### src/rtl/bus_if.sv
// ============================================================================
//  Module      : bus_if
//  Description : Handshake bundle between the upstream producer, the tag bus
//                and the attached masters (PEs). The slave modport is the bus
//                itself; the master modport is the environment that drives
//                upstream data and per-master ready.
//  Revision    : 1.0  initial release
// ============================================================================
`default_nettype none

interface bus_if #(
   parameter int MASTER_NUMS = 14,
   parameter int ID_LEN      = 4,
   parameter int VALUE_LEN   = 8
);
   // {enable, tag, value} from upstream
   logic [VALUE_LEN+ID_LEN:0] enable_tag_value;
   logic                      ready;
   // per-master ready and {enable, value}
   logic                      master_ready       [MASTER_NUMS];
   logic [VALUE_LEN:0]        master_enable_data [MASTER_NUMS];

   modport master (
      output enable_tag_value,
      output master_ready,
      input  ready,
      input  master_enable_data
   );

   modport slave (
      input  enable_tag_value,
      input  master_ready,
      output ready,
      output master_enable_data
   );
endinterface

`default_nettype wire

### src/rtl/bus.sv
// ============================================================================
//  Module      : bus
//  Description : Tag-matched multicast bus. Each attached master owns an ID
//                register; the IDs form a serial scan chain loaded through
//                set_id/id_scan_in. An upstream {enable, tag, value} word is
//                broadcast to every master whose ID equals the tag, and is
//                accepted only when all matching masters are ready.
//  Config      : BUS_NOMATCH_DROP_EN - when defined, a word whose tag matches
//                no master is accepted (dropped) instead of stalling upstream.
//  Revision    : 1.0  initial release
// ============================================================================
`default_nettype none

module bus #(
   parameter int MASTER_NUMS = 14,
   parameter int ID_LEN      = 4,
   parameter int VALUE_LEN   = 8
) (
   input  wire                clk,
   input  wire                rst,
   input  wire                set_id,
   input  wire   [ID_LEN-1:0] id_scan_in,
   output logic  [ID_LEN-1:0] id_scan_out,
   bus_if.slave               bif
);

   localparam logic [ID_LEN-1:0] c_ID_RESET = '1;

`ifdef BUS_NOMATCH_DROP_EN
   localparam logic c_NOMATCH_READY = 1'b1;
`else
   localparam logic c_NOMATCH_READY = 1'b0;
`endif

   logic [ID_LEN-1:0]    r_id [MASTER_NUMS];

   logic                 w_enable;
   logic [ID_LEN-1:0]    w_tag;
   logic [VALUE_LEN-1:0] w_value;
   logic [MASTER_NUMS-1:0] w_match;
   logic [MASTER_NUMS-1:0] w_blocked;
   logic                 w_ready;

   assign w_enable = bif.enable_tag_value[VALUE_LEN+ID_LEN];
   assign w_tag    = bif.enable_tag_value[VALUE_LEN +: ID_LEN];
   assign w_value  = bif.enable_tag_value[VALUE_LEN-1:0];

   // ID scan chain: reset to all-ones (reset wins over shifting), shift on set_id
   always_ff @(posedge clk) begin
      if (rst) begin
         for (int k = 0; k < MASTER_NUMS; k++) begin
            r_id[k] <= c_ID_RESET;
         end
      end else if (set_id) begin
         r_id[0] <= id_scan_in;
         for (int k = 1; k < MASTER_NUMS; k++) begin
            r_id[k] <= r_id[k-1];
         end
      end
   end

   assign id_scan_out = r_id[MASTER_NUMS-1];

   // Per-master tag compare and output; value is broadcast to every master
   for (genvar k = 0; k < MASTER_NUMS; k++) begin : g_master
      assign w_match[k]   = (r_id[k] == w_tag);
      assign w_blocked[k] = w_match[k] & ~bif.master_ready[k];
      assign bif.master_enable_data[k] = {w_enable & w_match[k] & ~set_id, w_value};
   end

   // Upstream ready: all-or-nothing across matching masters; scanning blocks all
   always_comb begin
      w_ready = 1'b0;
      if (w_enable && !set_id) begin
         if (|w_match) begin
            w_ready = ~|w_blocked;
         end else begin
            w_ready = c_NOMATCH_READY;
         end
      end
   end

   assign bif.ready = w_ready;

endmodule

`default_nettype wire

### src/flat_wrapper.sv
// flat-port wrapper written by rule: the top's interface ports become plain ports
module bus_flat 
#(
   parameter int MASTER_NUMS = 14,
   parameter int ID_LEN      = 4,
   parameter int VALUE_LEN   = 8
)
  (clk, rst, set_id, id_scan_in, id_scan_out, bif_enable_tag_value, bif_master_ready, bif_ready, bif_master_enable_data);
  bus_if #(.MASTER_NUMS(MASTER_NUMS), .ID_LEN(ID_LEN), .VALUE_LEN(VALUE_LEN)) bif_i ();
  input  wire clk;
  input  wire rst;
  input  wire set_id;
  input  wire   [ID_LEN-1:0] id_scan_in;
  output logic  [ID_LEN-1:0] id_scan_out;
  input wire logic [$bits(bif_i.enable_tag_value)-1:0] bif_enable_tag_value;
  input wire logic [$bits(bif_i.master_ready)-1:0] bif_master_ready;
  output wire logic [$bits(bif_i.ready)-1:0] bif_ready;
  output wire logic [$bits(bif_i.master_enable_data)-1:0] bif_master_enable_data;
  assign bif_i.enable_tag_value = bif_enable_tag_value;
  assign bif_i.master_ready = {>>{bif_master_ready}};
  assign bif_ready = bif_i.ready;
  assign bif_master_enable_data = {>>{bif_i.master_enable_data}};
  bus #(.MASTER_NUMS(MASTER_NUMS), .ID_LEN(ID_LEN), .VALUE_LEN(VALUE_LEN)) u_core (.clk(clk), .rst(rst), .set_id(set_id), .id_scan_in(id_scan_in), .id_scan_out(id_scan_out), .bif(bif_i));
endmodule
### config.mk
export PLATFORM = sky130hd
export DESIGN_NAME = bus_flat
export DESIGN_NICKNAME = d
export VERILOG_FILES = /design/src/rtl/bus_if.sv /design/src/rtl/bus.sv /design/src/flat_wrapper.sv
export SDC_FILE = /design/constraint.sdc
export NUM_CORES = 1
export LEC_CHECK = 0
export CORE_ASPECT_RATIO = 0.8
export CORE_MARGIN = 2
export CORE_UTILIZATION = 45
export DETAILED_ROUTE_END_ITERATION = 6
export GPL_TIMING_DRIVEN = 0
export HOLD_SLACK_MARGIN = 0.03
export PLACE_DENSITY = 0.83
export SLEW_MARGIN = 10
export SYNTH_ARGS = -nofsm -noshare
export SYNTH_HDL_FRONTEND = slang
export SYNTH_SLANG_ARGS = --single-unit
### constraint.sdc
create_clock -name clk -period 5.8 [get_ports clk]
set_input_delay 1.45 -clock clk [delete_from_list [all_inputs] [get_ports clk]]
set_output_delay 1.45 -clock clk [all_outputs]
set_load 0.02 [all_outputs]
# After elaboration in Yosys (flattened, before gate mapping)
# Memory sizes are Yosys's and may differ from the RTL's.
# Index checks and enable logic that the tools add are counted.
classes:
  n_mux: 21
  reduce_logical: 5
  eq_ne: 14
  n_bitwise: 71
op_table:
  columns: ["cell", "count"]
  rows:
  - ["$eq A4 B4 Y1", 14]
  - ["$mux W4", 14]
  - ["$and A1 B1 Y1", 42]
  - ["$reduce_or A14 Y1", 2]
  - ["$not A1 Y1", 15]
  - ["$or A1 B1 Y1", 14]
  - ["$mux W1", 7]
  - ["$logic_not A1 Y1", 2]
  - ["$logic_and A1 B1 Y1", 1]
totals:
  in_bits: 34
  wordCells: 112
  mem_bits_rw: 56
  memories: 1
  output_inout_bits: 131
  reg_bits: 0
mem_list:
  columns: ["memory", "depth", "width", "rd", "rd_ports_with_merged_regs", "wr", "line_no", "text"]
  rows:
  - ["u_core.r_id", 14, 4, 14, 0, 14, "bus.sv:35", "logic [ID_LEN-1:0] r_id [MASTER_NUMS];"]

# Logic depth before layout (Yosys ltp)
depth:
  depth_word: 6
  ltp_mapped: 8
  ltp_nobuf: 6

# Worst setup path before layout
# No wires, ideal clock.
synth_timing:
  path_type: "input port to output port"
  startpoint: "in bif_enable_tag_value[11]"
  endpoint: "out bif_ready"
  required_ns: 4.350
  path_buffers: 2
  cell_stages: 7
  setup_slack_ns: 1.820
  arrival_time_ns: 2.530
  path_cell_list: "buf_6 -> buf_12 -> xnor2_1 -> nand4_2 -> o22ai_1 -> nor4_1 -> and3_1"
synth_via:
  elab_chain_len: 6
  elab_cells_between_ends: 33
synth_rtl:
  columns: ["item", "line_no", "text"]
  rows:
  - ["start, declared", "flat_wrapper.sv:15", "input wire logic [$bits(bif_i.enable_tag_value)-1:0] bif_enable_tag_value;"]
  - ["$eq A4 B4 Y1", "bus.sv:66", "assign w_match[k] = (r_id[k] == w_tag);"]
  - ["$and A1 B1 Y1", "bus.sv:67", "assign w_blocked[k] = w_match[k] & ~bif.master_ready[k];"]
  - ["$reduce_or A14 Y1", "bus.sv:76", "w_ready = ~|w_blocked;"]
  - ["$logic_not A1 Y1", "bus.sv:76", null]
  - ["$mux W1 *", "bus.sv:75", "if (|w_match) begin"]
  - ["$mux W1 *", "bus.sv:74", "if (w_enable && !set_id) begin"]
  - ["end, declared", "flat_wrapper.sv:17", "output wire logic [$bits(bif_i.ready)-1:0] bif_ready;"]
# Every way passes the cells marked *; elsewhere a longest branch is shown, timed or not.

# Final worst setup path
layout_timing:
  startpoint: "in set_id"
  endpoint: "out bif_ready"
layout_via:
  elab_chain_len: 3
layout_rtl:
  columns: ["item", "line_no", "text"]
  rows:
  - ["start, declared", "flat_wrapper.sv:12", "input wire set_id;"]
  - ["$logic_not A1 Y1", "bus.sv:74", null]
  - ["$logic_and A1 B1 Y1", "bus.sv:74", null]
  - ["$mux W1", "bus.sv:74", null]
# Every way passes these cells.

==> reports/results.ini <==
[outcome]
status=complete, no violations

[worst_setup_path]
path_max_fanout=6
cp-start-kind=input pin
r2r_end=u_core.r_id[0][49]
crit_required_ps=4350
crit_path_end_kind=primary output
reg2reg_slack_ps=4790
rr_startpoint=u_core.r_id[0][45]
max_stage_delay_ps=620
cp_common_cell=clkdlybuf4s50_1
path_cells=clkdlybuf4s50_1 -> nand2b_1 -> o21bai_1 -> nor4_1 -> and3_1 -> clkdlybuf4s50_1
slowest_stage=clkdlybuf4s50_1
cp.arrival_ps=3370
worstSetupPathType=in2out
worstRegToRegCells=1

[cells_and_area]
fin_nets=538
top_register=u_core.r_id
areaGrowthSynthToFinish_pct=45.9
fillers=614
drive_gt1_frac=0.297
n_antenna_cell=0
reg_top3=u_core.r_id x56
final_area_um2=5550
largest_reg_flops=56

[flow_run]
maxCapViolCount=0

[logic_synthesis]
synth_area_um2=3810
yosys.cell_types.count=18
syn_inst=345
yosysWarnings=0
seq_area_frac_synth=0.442
synthArstFlopShare=0
synth_area_leaders=edfxtp_1, buf_4, xnor2_1
yosysTopAreaCell=edfxtp_1
yosysTopAreaCellShare=0.442
ys.flop_type=edfxtp_1
synth_most_common_cell=buf_4
avgSynthCellArea_um2=11.0
synth_edf_count=56
synth_common_cells=buf_4, edfxtp_1, xnor2_1
synth_seq_cells=56
syn_nets=379

[sta]
slew_viol_final=0
clock.fmax_mhz=207
finalCritPeriodShare=0.831
hold_ws_ps=568
finalHoldViolations=0
clock_skew_ps=9.31
fin_ws_ps=978
finalSetupViolCount=0
fin_crit_ps=4820
fin_tns_setup_ps=0
slew_headroom=0.496
rsz0062_at_grt=no
worst_slew_pin_slew_ps=756

[hold_path]
whs_endpoint=u_core.r_id[0][8]
hp-start=u_core.r_id[0][4]
min_path_cells=1
hp-class=reg2reg

[global_routing]
grt_pass1_vias=2711
overflow=0
grt_pass1_wl_um=14400
grt_use_total=0.203
grt_max_degree=57
antenna_found_initial=0

[clock_network]
cts_buffers=5
post_cts_buffers=0
clock_latency_ps=320
ctsHoldBuffers=0
cts_tree=done
clk_pin_slew_worst_paths_ps=100
cts_buffer_depth=2
cts_num_sinks=56
cts_root_buf=clkbuf_8
h-tree-depth=2
ctsResizeCount=0

[floorplan]
initial_core_util=0.473
ioPinCount=165
fp.dieW_um=107
die_h_um=86.3
fp.dieArea_um2=9210
core_area_um2=8060
num_rows=29

[routing]
ant_nets=0
wl_per_cell_um=15.5
dr_total_vias=2740
dr.pass1.iters=4
drc_errors=0
drtIter0Drc=220
via_per_inst=4.47
routed_wl_um=9520

[pwr]
p_total_mw=0.957
power_density_nw_per_um2=172
power_leakage_nw=1.97
vdd_drop_max_mv=0.148

[place]
post-place-ws_ps=1030
dp_hpwl_um=7460
post_dp_cell_area_um2=5460
routabilityCongestion=0.825
port_buffers=152

per-layer routing:
metal	part of all wire	up-vias	GRT usage
met5	0	-	0
met4	0.017	0	0.0638
met3	0.097	13	0.0496
met2	0.49	132	0.346
met1	0.39	1254	0.256
li1	-	1341	-
through the flow:
stage	std cells	utilization
5_1_grt	613	0.690
4_1_cts	613	0.689
3_5_place_dp	605	0.678
2_1_floorplan	345	-
6_report	613	0.690
3_3_place_gp	605	0.678
layout make-up:
type | count | area [um^2] | share of cell area
well taps | 108 | 135 | 0.0243
flip-flops and latches | 56 | 1680 | 0.303
repair buffers | 152 | 1520 | 0.274
clock buffers | 6 | 72.6 | 0.0131
clock inverters | 2 | 16.3 | 0.00293
multi-input cells | 159 | 1110 | 0.200
plain buffers | 130 | 1010 | 0.182
how the worst max path moves through the flow:
stage                                  to                startpoint  depth (start not counted)
4_1_cts                         bif_ready                    set_id                          6
6_report                        bif_ready                    set_id                          6
3_3_place_gp                    bif_ready                    set_id                          6
5_1_grt        bif_master_enable_data[44]                    set_id                          5
2_1_floorplan                   bif_ready  bif_enable_tag_value[11]                          7
3_5_place_dp                    bif_ready                    set_id                          6
cell usage in the layout, fill, tap and decap left out:
master,instances
clkdlybuf4s50_1,152
buf_4,116
xnor2_1,56
edfxtp_1,56
nand2b_1,41
nor2_1,16
or2_2,16
nand4_1,15
clkbuf_1,7
o22ai_1,6
clkbuf_8,5
buf_6,4
buf_12,3
nand4_2,2
nor4_1,2
buf_8,1
or2_4,1
and4_1,1
o21bai_1,1
and3_1,1
nor2b_1,1
clkinv_4,1
clkinvlp_4,1
cells by family (layout without fill, tap and decap cells):
| family | count (synthesis) | in the layout | share of synthesized area |
|---|---|---|---|
| AND/OR/NAND/NOR | 96 | 96 | 0.151 |
| buffers and inverters | 130 | 290 | 0.266 |
| XOR/XNOR | 56 | 56 | 0.129 |
| AO/OA/AOI/OAI | 7 | 7 | 0.0118 |
| flip-flops | 56 | 56 | 0.442 |
worst max-delay path, delay by kind of cell:
kind            cells  cell delay, ps
compound gates      1             200
buf+inv             2            1060
simple gates        3             670
power by group:
part / internal (mW) / switching (mW) / total (mW)
combinational: 0.160 / 0.129 / 0.289
clock: 0.0862 / 0.129 / 0.215
sequential: 0.449 / 0.00304 / 0.452
No activity file was read; power rests on OpenSTA's default activity.
